<file path="src/rtl/cache_line_refill_if.sv">
// Bus bundle between the line-fill controller, the cache arrays, the miss source and memory.
// master = controller side, slave = cache/memory side.
interface cache_line_refill_if #(
  parameter int ADDR_W   = 32,
  parameter int DATA_W   = 32,
  parameter int INDEX_W  = 8,
  parameter int OFFSET_W = 4,
  parameter int TAG_W    = ADDR_W - INDEX_W - OFFSET_W
) ();
  logic                miss_valid;
  logic                miss_ready;
  logic [ADDR_W-1:0]   miss_addr;
  logic                mem_req;
  logic [ADDR_W-1:0]   mem_addr;
  logic                mem_rvalid;
  logic [DATA_W-1:0]   mem_rdata;
  logic                fill_we;
  logic [INDEX_W-1:0]  fill_index;
  logic [OFFSET_W-1:0] fill_offset;
  logic [DATA_W-1:0]   fill_data;
  logic                tag_we;
  logic [INDEX_W-1:0]  tag_index;
  logic [TAG_W-1:0]    tag_data;
  logic                tag_valid;
  logic                done;
  logic [DATA_W-1:0]   done_data;
  logic                busy;

  modport master (
    input  miss_valid, miss_addr, mem_rvalid, mem_rdata,
    output miss_ready, mem_req, mem_addr,
    output fill_we, fill_index, fill_offset, fill_data,
    output tag_we, tag_index, tag_data, tag_valid,
    output done, done_data, busy
  );

  modport slave (
    output miss_valid, miss_addr, mem_rvalid, mem_rdata,
    input  miss_ready, mem_req, mem_addr,
    input  fill_we, fill_index, fill_offset, fill_data,
    input  tag_we, tag_index, tag_data, tag_valid,
    input  done, done_data, busy
  );
endinterface

</file>
<file path="src/rtl/cache_line_refill.sv">
// Line-fill controller: on a miss, invalidates the tag, fetches all words of the line one
// request at a time, writes them into the data array, revalidates the tag and returns the critical word.
module cache_line_refill #(
  parameter int ADDR_W   = 32,
  parameter int DATA_W   = 32,
  parameter int INDEX_W  = 8,
  parameter int OFFSET_W = 4
) (
  input  logic                 clk,
  input  logic                 rst_n,
  cache_line_refill_if.master  bus
);
  localparam int TAG_W = ADDR_W - INDEX_W - OFFSET_W;
  localparam int WORDS = 2 ** OFFSET_W;
  localparam int K_W   = OFFSET_W + 1;

  typedef enum logic [2:0] {
    S_IDLE, S_INVAL, S_REQ, S_WAIT, S_FLUSH, S_TAG, S_DONE
  } state_t;

  state_t              state_q, state_d;
  logic [TAG_W-1:0]    tag_q, tag_d;
  logic [INDEX_W-1:0]  index_q, index_d;
  logic [OFFSET_W-1:0] offset_q, offset_d;
  logic [K_W-1:0]      k_q, k_d;

  logic                fill_we_q, fill_we_d;
  logic [INDEX_W-1:0]  fill_index_q, fill_index_d;
  logic [OFFSET_W-1:0] fill_offset_q, fill_offset_d;
  logic [DATA_W-1:0]   fill_data_q, fill_data_d;
  logic                tag_we_q, tag_we_d;
  logic [INDEX_W-1:0]  tag_index_q, tag_index_d;
  logic [TAG_W-1:0]    tag_data_q, tag_data_d;
  logic                tag_valid_q, tag_valid_d;
  logic                done_q, done_d;
  logic [DATA_W-1:0]   done_data_q, done_data_d;

  logic beat;
  logic last_beat;

  assign beat      = (state_q == S_WAIT) && bus.mem_rvalid;
  assign last_beat = (k_q == K_W'(WORDS - 1));

  always_ff @(posedge clk) begin
    if (!rst_n) begin
      state_q       <= S_IDLE;
      tag_q         <= '0;
      index_q       <= '0;
      offset_q      <= '0;
      k_q           <= '0;
      fill_we_q     <= 1'b0;
      fill_index_q  <= '0;
      fill_offset_q <= '0;
      fill_data_q   <= '0;
      tag_we_q      <= 1'b0;
      tag_index_q   <= '0;
      tag_data_q    <= '0;
      tag_valid_q   <= 1'b0;
      done_q        <= 1'b0;
      done_data_q   <= '0;
    end else begin
      state_q       <= state_d;
      tag_q         <= tag_d;
      index_q       <= index_d;
      offset_q      <= offset_d;
      k_q           <= k_d;
      fill_we_q     <= fill_we_d;
      fill_index_q  <= fill_index_d;
      fill_offset_q <= fill_offset_d;
      fill_data_q   <= fill_data_d;
      tag_we_q      <= tag_we_d;
      tag_index_q   <= tag_index_d;
      tag_data_q    <= tag_data_d;
      tag_valid_q   <= tag_valid_d;
      done_q        <= done_d;
      done_data_q   <= done_data_d;
    end
  end

  always_comb begin
    state_d  = state_q;
    tag_d    = tag_q;
    index_d  = index_q;
    offset_d = offset_q;
    k_d      = k_q;
    case (state_q)
      S_IDLE: begin
        if (bus.miss_valid) begin
          state_d  = S_INVAL;
          tag_d    = bus.miss_addr[ADDR_W-1 -: TAG_W];
          index_d  = bus.miss_addr[OFFSET_W +: INDEX_W];
          offset_d = bus.miss_addr[OFFSET_W-1:0];
          k_d      = '0;
        end
      end
      S_INVAL: state_d = S_REQ;
      S_REQ:   state_d = S_WAIT;
      S_WAIT: begin
        if (bus.mem_rvalid) begin
          if (last_beat) begin
            state_d = S_FLUSH;
          end else begin
            k_d     = k_q + K_W'(1);
            state_d = S_REQ;
          end
        end
      end
      // FLUSH lets the registered last fill_we land before the tag is revalidated.
      S_FLUSH: state_d = S_TAG;
      S_TAG:   state_d = S_DONE;
      S_DONE:  state_d = S_IDLE;
      default: state_d = S_IDLE;
    endcase
  end

  // Registered outputs are computed from the next state so they line up with it.
  always_comb begin
    fill_we_d     = beat;
    fill_offset_d = beat ? k_q[OFFSET_W-1:0] : '0;
    fill_data_d   = beat ? bus.mem_rdata : '0;
    fill_index_d  = (state_d != S_IDLE) ? index_d : '0;
    tag_index_d   = (state_d != S_IDLE) ? index_d : '0;
    tag_we_d      = (state_d == S_INVAL) || (state_d == S_TAG);
    tag_valid_d   = (state_d == S_TAG);
    tag_data_d    = tag_we_d ? tag_d : '0;
    done_d        = (state_d == S_DONE);
    done_data_d   = (beat && (k_q == {1'b0, offset_q})) ? bus.mem_rdata : done_data_q;
  end

  assign bus.miss_ready  = (state_q == S_IDLE);
  assign bus.busy        = (state_q != S_IDLE);
  assign bus.mem_req     = (state_q == S_REQ);
  assign bus.mem_addr    = (state_q == S_REQ)
                           ? ({tag_q, index_q, {OFFSET_W{1'b0}}} + ADDR_W'(k_q))
                           : '0;
  assign bus.fill_we     = fill_we_q;
  assign bus.fill_index  = fill_index_q;
  assign bus.fill_offset = fill_offset_q;
  assign bus.fill_data   = fill_data_q;
  assign bus.tag_we      = tag_we_q;
  assign bus.tag_index   = tag_index_q;
  assign bus.tag_data    = tag_data_q;
  assign bus.tag_valid   = tag_valid_q;
  assign bus.done        = done_q;
  assign bus.done_data   = done_data_q;
endmodule
</file>
<file path="src/flat_wrapper.sv">
// flat-port wrapper written by rule: the top's interface ports become plain ports
module cache_line_refill_flat 
#(
  parameter int ADDR_W   = 32,
  parameter int DATA_W   = 32,
  parameter int INDEX_W  = 8,
  parameter int OFFSET_W = 4
)
  (clk, rst_n, bus_miss_valid, bus_miss_addr, bus_mem_rvalid, bus_mem_rdata, bus_miss_ready, bus_mem_req, bus_mem_addr, bus_fill_we, bus_fill_index, bus_fill_offset, bus_fill_data, bus_tag_we, bus_tag_index, bus_tag_data, bus_tag_valid, bus_done, bus_done_data, bus_busy);
  cache_line_refill_if #(.ADDR_W(ADDR_W), .DATA_W(DATA_W), .INDEX_W(INDEX_W), .OFFSET_W(OFFSET_W)) bus_i ();
  input  logic clk;
  input  logic rst_n;
  input wire logic [$bits(bus_i.miss_valid)-1:0] bus_miss_valid;
  input wire logic [$bits(bus_i.miss_addr)-1:0] bus_miss_addr;
  input wire logic [$bits(bus_i.mem_rvalid)-1:0] bus_mem_rvalid;
  input wire logic [$bits(bus_i.mem_rdata)-1:0] bus_mem_rdata;
  output wire logic [$bits(bus_i.miss_ready)-1:0] bus_miss_ready;
  output wire logic [$bits(bus_i.mem_req)-1:0] bus_mem_req;
  output wire logic [$bits(bus_i.mem_addr)-1:0] bus_mem_addr;
  output wire logic [$bits(bus_i.fill_we)-1:0] bus_fill_we;
  output wire logic [$bits(bus_i.fill_index)-1:0] bus_fill_index;
  output wire logic [$bits(bus_i.fill_offset)-1:0] bus_fill_offset;
  output wire logic [$bits(bus_i.fill_data)-1:0] bus_fill_data;
  output wire logic [$bits(bus_i.tag_we)-1:0] bus_tag_we;
  output wire logic [$bits(bus_i.tag_index)-1:0] bus_tag_index;
  output wire logic [$bits(bus_i.tag_data)-1:0] bus_tag_data;
  output wire logic [$bits(bus_i.tag_valid)-1:0] bus_tag_valid;
  output wire logic [$bits(bus_i.done)-1:0] bus_done;
  output wire logic [$bits(bus_i.done_data)-1:0] bus_done_data;
  output wire logic [$bits(bus_i.busy)-1:0] bus_busy;
  assign bus_i.miss_valid = bus_miss_valid;
  assign bus_i.miss_addr = bus_miss_addr;
  assign bus_i.mem_rvalid = bus_mem_rvalid;
  assign bus_i.mem_rdata = bus_mem_rdata;
  assign bus_miss_ready = bus_i.miss_ready;
  assign bus_mem_req = bus_i.mem_req;
  assign bus_mem_addr = bus_i.mem_addr;
  assign bus_fill_we = bus_i.fill_we;
  assign bus_fill_index = bus_i.fill_index;
  assign bus_fill_offset = bus_i.fill_offset;
  assign bus_fill_data = bus_i.fill_data;
  assign bus_tag_we = bus_i.tag_we;
  assign bus_tag_index = bus_i.tag_index;
  assign bus_tag_data = bus_i.tag_data;
  assign bus_tag_valid = bus_i.tag_valid;
  assign bus_done = bus_i.done;
  assign bus_done_data = bus_i.done_data;
  assign bus_busy = bus_i.busy;
  cache_line_refill #(.ADDR_W(ADDR_W), .DATA_W(DATA_W), .INDEX_W(INDEX_W), .OFFSET_W(OFFSET_W)) u_core (.clk(clk), .rst_n(rst_n), .bus(bus_i));
endmodule
</file>
<file path="config.mk">
export PLATFORM = sky130hd
export DESIGN_NAME = cache_line_refill_flat
export DESIGN_NICKNAME = d
export VERILOG_FILES = /design/src/rtl/cache_line_refill_if.sv /design/src/rtl/cache_line_refill.sv /design/src/flat_wrapper.sv
export SDC_FILE = /design/constraint.sdc
export NUM_CORES = 1
export LEC_CHECK = 0
export CAP_MARGIN = 20
export CORE_ASPECT_RATIO = 2
export CORE_MARGIN = 5
export CORE_UTILIZATION = 44
export DETAILED_ROUTE_END_ITERATION = 16
export GPL_TIMING_DRIVEN = 0
export PLACE_DENSITY_LB_ADDON = 0.12
export REMOVE_ABC_BUFFERS = 1
export SLEW_MARGIN = 20
export SYNTH_ARGS = -nofsm -noshare
export SYNTH_HDL_FRONTEND = slang
export SYNTH_SLANG_ARGS = --single-unit
</file>
<file path="constraint.sdc">
create_clock -name clk -period 3.1 [get_ports clk]
set_input_delay 0.31 -clock clk [delete_from_list [all_inputs] [get_ports clk]]
set_output_delay 0.31 -clock clk [all_outputs]
set_load 0.03 [all_outputs]
</file>
==> impl_metrics.xml <==
<?xml version="1.0" encoding="UTF-8"?>
<metrics>
  <group name="synthesis">
    <metric name="synthDistinctLibCells" unit="">37</metric>
    <metric name="post-synth-top-area-cell" unit="">sky130_fd_sc_hd__dfxtp_1</metric>
    <metric name="ys_seq_elements" unit="">140</metric>
    <metric name="ranking_of_synthesized_cells_by_area" unit="">sky130_fd_sc_hd__dfxtp_1, sky130_fd_sc_hd__mux2i_1, sky130_fd_sc_hd__nand2_1, sky130_fd_sc_hd__and2_1, sky130_fd_sc_hd__nor2_1</metric>
    <metric name="yosys_warnings" unit="">0</metric>
    <metric name="synth-edff-count" unit="">0</metric>
    <metric name="post-synth-top-count-cell" unit="">sky130_fd_sc_hd__dfxtp_1</metric>
    <metric name="ys.flop_type" unit="">sky130_fd_sc_hd__dfxtp_1</metric>
    <metric name="synth_common_cells" unit="">sky130_fd_sc_hd__dfxtp_1, sky130_fd_sc_hd__nand2_1, sky130_fd_sc_hd__nor2_1</metric>
    <metric name="synthesis.area_per_instance" unit="um^2">9.17</metric>
    <metric name="synth_top_area_share" unit="%">51.9</metric>
    <metric name="async_reset_ff_share" unit="%">0</metric>
    <metric name="seq_area_frac_synth" unit="%">51.9</metric>
    <metric name="mappedNetlistArea" unit="mm^2">0.00540</metric>
    <metric name="syn-instance-count" unit="">589</metric>
  </group>
  <group name="grt">
    <metric name="first_global_vias" unit="">4921</metric>
    <metric name="global_route.peak_usage_layer" unit="">met2</metric>
    <metric name="met1_usage" unit="%">20.6</metric>
    <metric name="gr-total-overflow" unit="">0</metric>
    <metric name="grt_max_degree" unit="">47</metric>
    <metric name="grt.met3_usage" unit="%">5.39</metric>
    <metric name="globalRouteTotalUtil" unit="%">20.2</metric>
    <metric name="antenna_found_initial" unit="">0</metric>
    <metric name="globalRouteMet2Util" unit="%">38.0</metric>
    <metric name="grt_first_pass_wirelength" unit="um">23700</metric>
  </group>
  <group name="clock_network">
    <metric name="clock_path_buffers" unit="">2</metric>
    <metric name="cts.sink_count" unit="">140</metric>
    <metric name="clock_tree_from_tritoncts" unit="">yes</metric>
    <metric name="ctsHtreeMaxLevel" unit="">4</metric>
    <metric name="hold_buffers" unit="">0</metric>
    <metric name="cts.clk_slew.worst_paths" unit="ns">0.06</metric>
    <metric name="cts_root_buf" unit="">sky130_fd_sc_hd__clkbuf_16</metric>
    <metric name="numCtsBuffers" unit="">17</metric>
    <metric name="worstSkewPairLatency" unit="ns">0.40</metric>
  </group>
  <group name="drt">
    <metric name="post-route-drc-count" unit="">0</metric>
    <metric name="detail-route-antenna-nets" unit="">0</metric>
    <metric name="detail_route.wirelength" unit="um">15200</metric>
    <metric name="routedWlPerCell" unit="um">16.1</metric>
    <metric name="initialDrtViolationCount" unit="">155</metric>
    <metric name="detailroute.via_count" unit="">4784</metric>
    <metric name="initial_drt_pass_iterations" unit="">6</metric>
    <metric name="avgViaCountPerCell" unit="">5.07</metric>
  </group>
  <group name="place">
    <metric name="detailedPlacementHpwl" unit="um">10900</metric>
    <metric name="buffer_ports.inserted" unit="">210</metric>
    <metric name="finalWeightedCongestion" unit="">0.847</metric>
  </group>
  <group name="setup_path">
    <metric name="cp.required" unit="ns">2.79</metric>
    <metric name="cpLargestDelayFamily" unit="">simple AND/OR/NAND/NOR gates</metric>
    <metric name="timing.critical_path.slowest_cell_delay" unit="ns">0.59</metric>
    <metric name="rr_startpoint" unit="">u_core.k_q[0]$_SDFFE_PN0P_</metric>
    <metric name="critical-path-top-cell-by-count" unit="">sky130_fd_sc_hd__ha_4</metric>
    <metric name="critical_path.n_buffers_inverters" unit="">1</metric>
    <metric name="reg2reg_setup_slack" unit="ns">0.54</metric>
    <metric name="terminus_of_the_critical_flop_to_flop_path" unit="">u_core.bus.tag_data[9]$_SDFF_PN0_</metric>
    <metric name="setup.worst_path.class" unit="">register to output port</metric>
    <metric name="cp-start-kind" unit="">register</metric>
    <metric name="critical_path_cell_count" unit="">7</metric>
    <metric name="cp_cell_sequence" unit="">ha_4 -&gt; ha_4 -&gt; nand3_4 -&gt; or4_4 -&gt; or4_1 -&gt; a21oi_2 -&gt; buf_4</metric>
    <metric name="critPathMaxFanout" unit="">6</metric>
    <metric name="cp-end-kind" unit="">output port</metric>
    <metric name="crit_slowest_cell" unit="">sky130_fd_sc_hd__or4_4</metric>
    <metric name="ff2ff_path_depth" unit="">7</metric>
    <metric name="critical_path_at" unit="ns">2.73</metric>
  </group>
  <group name="pwr">
    <metric name="clock_power_share" unit="%">44.7</metric>
    <metric name="max-vdd-ir-drop" unit="V">0.000403</metric>
    <metric name="p_comb_share" unit="%">11.4</metric>
    <metric name="p_per_area" unit="mW/mm^2">529</metric>
    <metric name="power.static_leakage" unit="nW">3.02</metric>
    <metric name="switching_power" unit="mW">1.08</metric>
    <metric name="internal_power_contribution" unit="mW">3.27</metric>
    <metric name="seqPwrFrac" unit="%">44.0</metric>
    <metric name="switching_share" unit="%">24.9</metric>
  </group>
  <group name="hold_path">
    <metric name="worstHoldPathType" unit="">input port to register</metric>
    <metric name="hold_path.startpoint" unit="">rst_n</metric>
    <metric name="holdPathStages" unit="">3</metric>
    <metric name="min_delay_worst_endpoint" unit="">u_core.bus.done_data[26]$_SDFFE_PN0P_</metric>
  </group>
  <group name="sta">
    <metric name="timing.setup.tns" unit="ns">0</metric>
    <metric name="timing_worst_slew_pin_value" unit="ns">1.01</metric>
    <metric name="setup_violations" unit="">0</metric>
    <metric name="max_slew_margin" unit="%">32.5</metric>
    <metric name="fin_skew" unit="ns">0.0104</metric>
    <metric name="timing.final.crit_share" unit="%">98.2</metric>
    <metric name="maxClockFrequency" unit="MHz">329</metric>
    <metric name="hold_viol_final" unit="">0</metric>
    <metric name="slew_viol_final" unit="">0</metric>
    <metric name="min_clock_period_post_route" unit="ns">3.04</metric>
    <metric name="hold_ws" unit="ns">0.382</metric>
  </group>
  <group name="floorplanning">
    <metric name="design.portCount" unit="">211</metric>
    <metric name="floorplan.initialDensity" unit="%">44.5</metric>
    <metric name="design.core.area" unit="mm^2">0.0121</metric>
    <metric name="die_height" unit="um">167</metric>
    <metric name="floorplan.rows" unit="">57</metric>
    <metric name="die_width" unit="um">88.3</metric>
    <metric name="die_area" unit="mm^2">0.0147</metric>
  </group>
  <group name="final_layout">
    <metric name="area_growth" unit="%">52.2</metric>
    <metric name="antenna_cells_inserted" unit="">0</metric>
    <metric name="num-nets-final" unit="">857</metric>
    <metric name="drive_gt1_share" unit="%">9.03</metric>
    <metric name="fillCellCount" unit="">999</metric>
  </group>
  <group name="status">
    <metric name="run_status" unit="">finished, final reports clean</metric>
  </group>
  <group name="flow_run">
    <metric name="maxCapViolations" unit="">0</metric>
  </group>
</metrics>
-- logic make-up after synthesis --
kind of cell	share of synthesized area [%]
simple gates	23.7
flops	51.9
mux	10.8
compound gates	5.65
buf+inv	4.43
xor+xnor	2.59
fa+ha+maj	0.927
-- through the flow --
step / std cells / power [mW] / area, um^2 / util, % / worst slack (ns)
4_1_cts: 942 / 4.40 / 8160 / 67.3 / -0.0734
6_report: 944 / 4.35 / 8220 / 67.8 / 0.0564
3_5_place_dp: 909 / 2.44 / 7570 / 62.5 / -0.467
5_1_grt: 944 / 4.53 / 8220 / 67.8 / -0.000350
2_1_floorplan: 548 / 2.19 / 5200 / - / 0.0784
3_3_place_gp: 905 / 2.43 / 7480 / 61.7 / -2.23
-- per-layer routing --
metal | share of wire, % | up-vias
li1 | - | 2361
met1 | 36 | 2241
met2 | 55 | 160
met3 | 6.2 | 22
met4 | 2.2 | 0
met5 | 0 | -
-- power by group through the flow --
stage / Clock, mW / Sequential, mW / Combinational [mW]
floorplan: 0 / 2.00 / 0.183
global placement: 0 / 1.94 / 0.481
detailed placement: 0 / 1.95 / 0.496
CTS: 1.99 / 1.91 / 0.498
global route: 2.08 / 1.92 / 0.532
finish: 1.94 / 1.91 / 0.494
-- worst min-delay path, delay by kind of cell --
| family | cells | cell delay (ns) |
|---|---|---|
| buf+inv | 1 | 0.25 |
| simple gates | 1 | 0.12 |
| mux | 1 | 0.05 |
-- sequential cells by signal, summed over array words and instances, names as in the netlist --
signal / flops
u_core.bus.done_data: 32
u_core.bus.fill_data: 32
u_core.bus.tag_data: 20
u_core.tag_q: 20
u_core.bus.fill_index: 8
u_core.index_q: 8
u_core.k_q: 5
u_core.bus.fill_offset: 4
u_core.offset_q: 4
u_core.state_q: 3
u_core.bus.done: 1
u_core.bus.fill_we: 1
u_core.bus.tag_valid: 1
u_core.bus.tag_we: 1
-- cell type report --
class | count | area (um^2) | area share, %
clock inverter | 13 | 143 | 1.73
timing repair buffer | 216 | 2150 | 26.2
clock buffer | 18 | 429 | 5.22
tap | 147 | 184 | 2.24
sequential | 140 | 2810 | 34.2
multi-input combinational | 400 | 2460 | 29.9
inverter | 10 | 41.3 | 0.502
-- what timing repair did --
item / CTS / global route
setup buffers: 2 / 0
gates cloned: 0 / 2
setup endpoints to repair: 23 / 7
pin swaps: 1 / 3
gates resized for setup: 64 / 18
-- worst max path at each step --
stage	start	to	slack [ns]
CTS	u_core.k_q[4]$_SDFFE_PN0P_	bus_mem_addr[25]	-0.07
global route	u_core.k_q[4]$_SDFFE_PN0P_	bus_mem_addr[25]	-0.0003
finish	u_core.k_q[4]$_SDFFE_PN0P_	bus_mem_addr[30]	0.06
global placement	rst_n	u_core.bus.fill_data[23]$_SDFF_PN0_	-2.23
floorplan	u_core.state_q[1]$_SDFF_PN0_	u_core.bus.done_data[0]$_SDFFE_PN0P_	0.08
detailed placement	u_core.k_q[4]$_SDFFE_PN0P_	bus_mem_addr[30]	-0.47
-- layout by cell type, fill, tap and decap left out, types with 3 or more instances in the layout --
master                            netlist  final
sky130_fd_sc_hd__nor3_1                 7      7
sky130_fd_sc_hd__buf_2                  8      5
sky130_fd_sc_hd__and2_1                44     43
sky130_fd_sc_hd__clkdlybuf4s50_1        0    194
sky130_fd_sc_hd__xnor2_1               11     11
sky130_fd_sc_hd__or4_1                  9      7
sky130_fd_sc_hd__nor2_1                73     72
sky130_fd_sc_hd__dfxtp_1              140    136
sky130_fd_sc_hd__and3_1                 4      4
sky130_fd_sc_hd__o31ai_1                7      7
sky130_fd_sc_hd__buf_4                 10      6
sky130_fd_sc_hd__dfxtp_2                0      3
sky130_fd_sc_hd__and4_1                 4      4
sky130_fd_sc_hd__nand4_1                4      4
sky130_fd_sc_hd__clkbuf_16              0     17
sky130_fd_sc_hd__dlygate4sd2_1          0      4
sky130_fd_sc_hd__or3_1                  8      8
sky130_fd_sc_hd__xor2_1                 5      5
sky130_fd_sc_hd__a21oi_1               31     29
sky130_fd_sc_hd__mux2i_1               58     58
sky130_fd_sc_hd__a211oi_1               3      3
sky130_fd_sc_hd__clkinv_2               0      3
sky130_fd_sc_hd__nand3_1               14     11
sky130_fd_sc_hd__nand2_1               89     89
sky130_fd_sc_hd__clkinv_4               0      4
sky130_fd_sc_hd__clkinvlp_4             0      3
sky130_fd_sc_hd__inv_1                  9      8
sky130_fd_sc_hd__o21ai_0                8      8
No activity file was read; power rests on OpenSTA's default activity.
==> patch, RTL diff (same flow settings) <==
`OFFSET_W` is set to 4 in 3 places; all go to 3.
--- a/src/rtl/cache_line_refill_if.sv
+++ b/src/rtl/cache_line_refill_if.sv
@@ -4,7 +4,7 @@
   parameter int ADDR_W   = 32,
   parameter int DATA_W   = 32,
   parameter int INDEX_W  = 8,
-  parameter int OFFSET_W = 4,
+  parameter int OFFSET_W = 3,
   parameter int TAG_W    = ADDR_W - INDEX_W - OFFSET_W
 ) ();
   logic                miss_valid;
--- a/src/rtl/cache_line_refill.sv
+++ b/src/rtl/cache_line_refill.sv
@@ -4,7 +4,7 @@
   parameter int ADDR_W   = 32,
   parameter int DATA_W   = 32,
   parameter int INDEX_W  = 8,
-  parameter int OFFSET_W = 4
+  parameter int OFFSET_W = 3
 ) (
   input  logic                 clk,
   input  logic                 rst_n,
--- a/src/flat_wrapper.sv
+++ b/src/flat_wrapper.sv
@@ -4,7 +4,7 @@
   parameter int ADDR_W   = 32,
   parameter int DATA_W   = 32,
   parameter int INDEX_W  = 8,
-  parameter int OFFSET_W = 4
+  parameter int OFFSET_W = 3
 )
   (clk, rst_n, bus_miss_valid, bus_miss_addr, bus_mem_rvalid, bus_mem_rdata, bus_miss_ready, bus_mem_req, bus_mem_addr, bus_fill_we, bus_fill_index, bus_fill_offset, bus_fill_data, bus_tag_we, bus_tag_index, bus_tag_data, bus_tag_valid, bus_done, bus_done_data, bus_busy);
   cache_line_refill_if #(.ADDR_W(ADDR_W), .DATA_W(DATA_W), .INDEX_W(INDEX_W), .OFFSET_W(OFFSET_W)) bus_i ();
Ports: changed (resized bus_fill_offset and bus_tag_data); port bits go from 211 to 211. No check against the original RTL was run, so the function may have changed too.
==> patch against the unedited design <==
- first-iteration DRC count fell by 21%
- area after synthesis rose by 1.7%
- routed wire length up 2.4%
- critical endpoint is now bus_mem_addr[0]
- die area increased by 1.6%
- sequential cell count decreased by 1
- total power fell by 0.57%
- utilization shrank 0.55 points
- setup slack gained 93 ps
- fmax increased by 3.2%
- final area fell by 0.23%
==> patch: results (changes against the unedited design) <==
| Metric | Value |
|---|---|
| Outcome | finished clean |
| First-pass GRT wire length | 24600 um (+3.7%) |
| GR Util All Layers | 21.0% (+0.74 points) |
| R2r worst-path depth | 6 (-1) |
| Nets | 838 (-2.2%) |
| Post-synth top cells | dfxtp_1, nand2_1, mux2i_1, nor2_1, and3_1 |
| Number of sequential cells | 139 (-0.71%) |
| Multi-input logic cell count | 384 (-4.0%) |
| Layout non-clock buf frac | 26.7% (+0.50 points) |
| Register Area | 2780 um2 (-0.94%) |
| Reg2reg end | u_core.bus.done_data[2] |
| Clk_skew | 13.0 ps (+2.65 ps) |
| Seq/Total Area, Yosys | 50.7% (-1.2 points) |
| Inverter count | 7 (-3) |
| Capture point of the worst path | bus_mem_addr[0] |
| Max stage delay on crit path | 690 ps (+100 ps) |
| Worst r2r src | u_core.state_q[1] |
| Post-DP HPWL | 11600 um (+6.2%) |
| R2R Setup Slk | 440 ps (-100 ps) |
| Buffers, non-clock | 218 (+0.93%) |
| Peak VDD IR | 0.382 mV (-5.1%) |
| Synth cell types | 39 (+5.4%) |
| Post-CTS Setup Repair Bufs | 0 (-2) |
| Critical-path maximum fanout | 27 (+21) |
| CP delay by family, top | buffers and inverters |
| Vias in the first global route | 4992 (+1.4%) |
| Crit path DAT | 2640 ps (-90 ps) |
| Hold worst-path end | u_core.bus.done_data[27] |
| Clock-cell share | 6.73% (-0.23 points) |
==> patch: power breakdown <==
part           leakage, nW  switching, W  internal [W]
Combinational         1.80      0.000292      0.000258
Sequential            1.13     0.0000614       0.00185
Clock                0.269      0.000802       0.00106
Total                 3.20       0.00116       0.00317
==> patch: stage by stage <==
stage          instance area [um2]  std cells  setup TNS (ps)  worst slack, ps
6_report                      8200        927               0              150
5_1_grt                       8200        927               0             24.8
4_1_cts                       8210        927               0             20.7
3_5_place_dp                  7660        895           -4.46            -4.46
3_3_place_gp                  7520        887         -220390            -2480
2_1_floorplan                 5240        530          -34940             -752
==> patch: cells by family after synthesis <==
logic type | synth area share (%)
xor+xnor | 2.55
mux | 11.5
simple gates | 24.9
fa+ha+maj | 0.683
flops | 50.7
buf+inv | 5.13
compound gates | 4.62
==> patch: metal layers <==
metal  part of all wire [%]  wire [um]  global-route usage, %
met5                      0          0                      0
met4                    1.1        175                   6.93
met3                    9.5       1480                   9.29
met2                     55       8500                   38.4
met1                     35       5410                   20.1
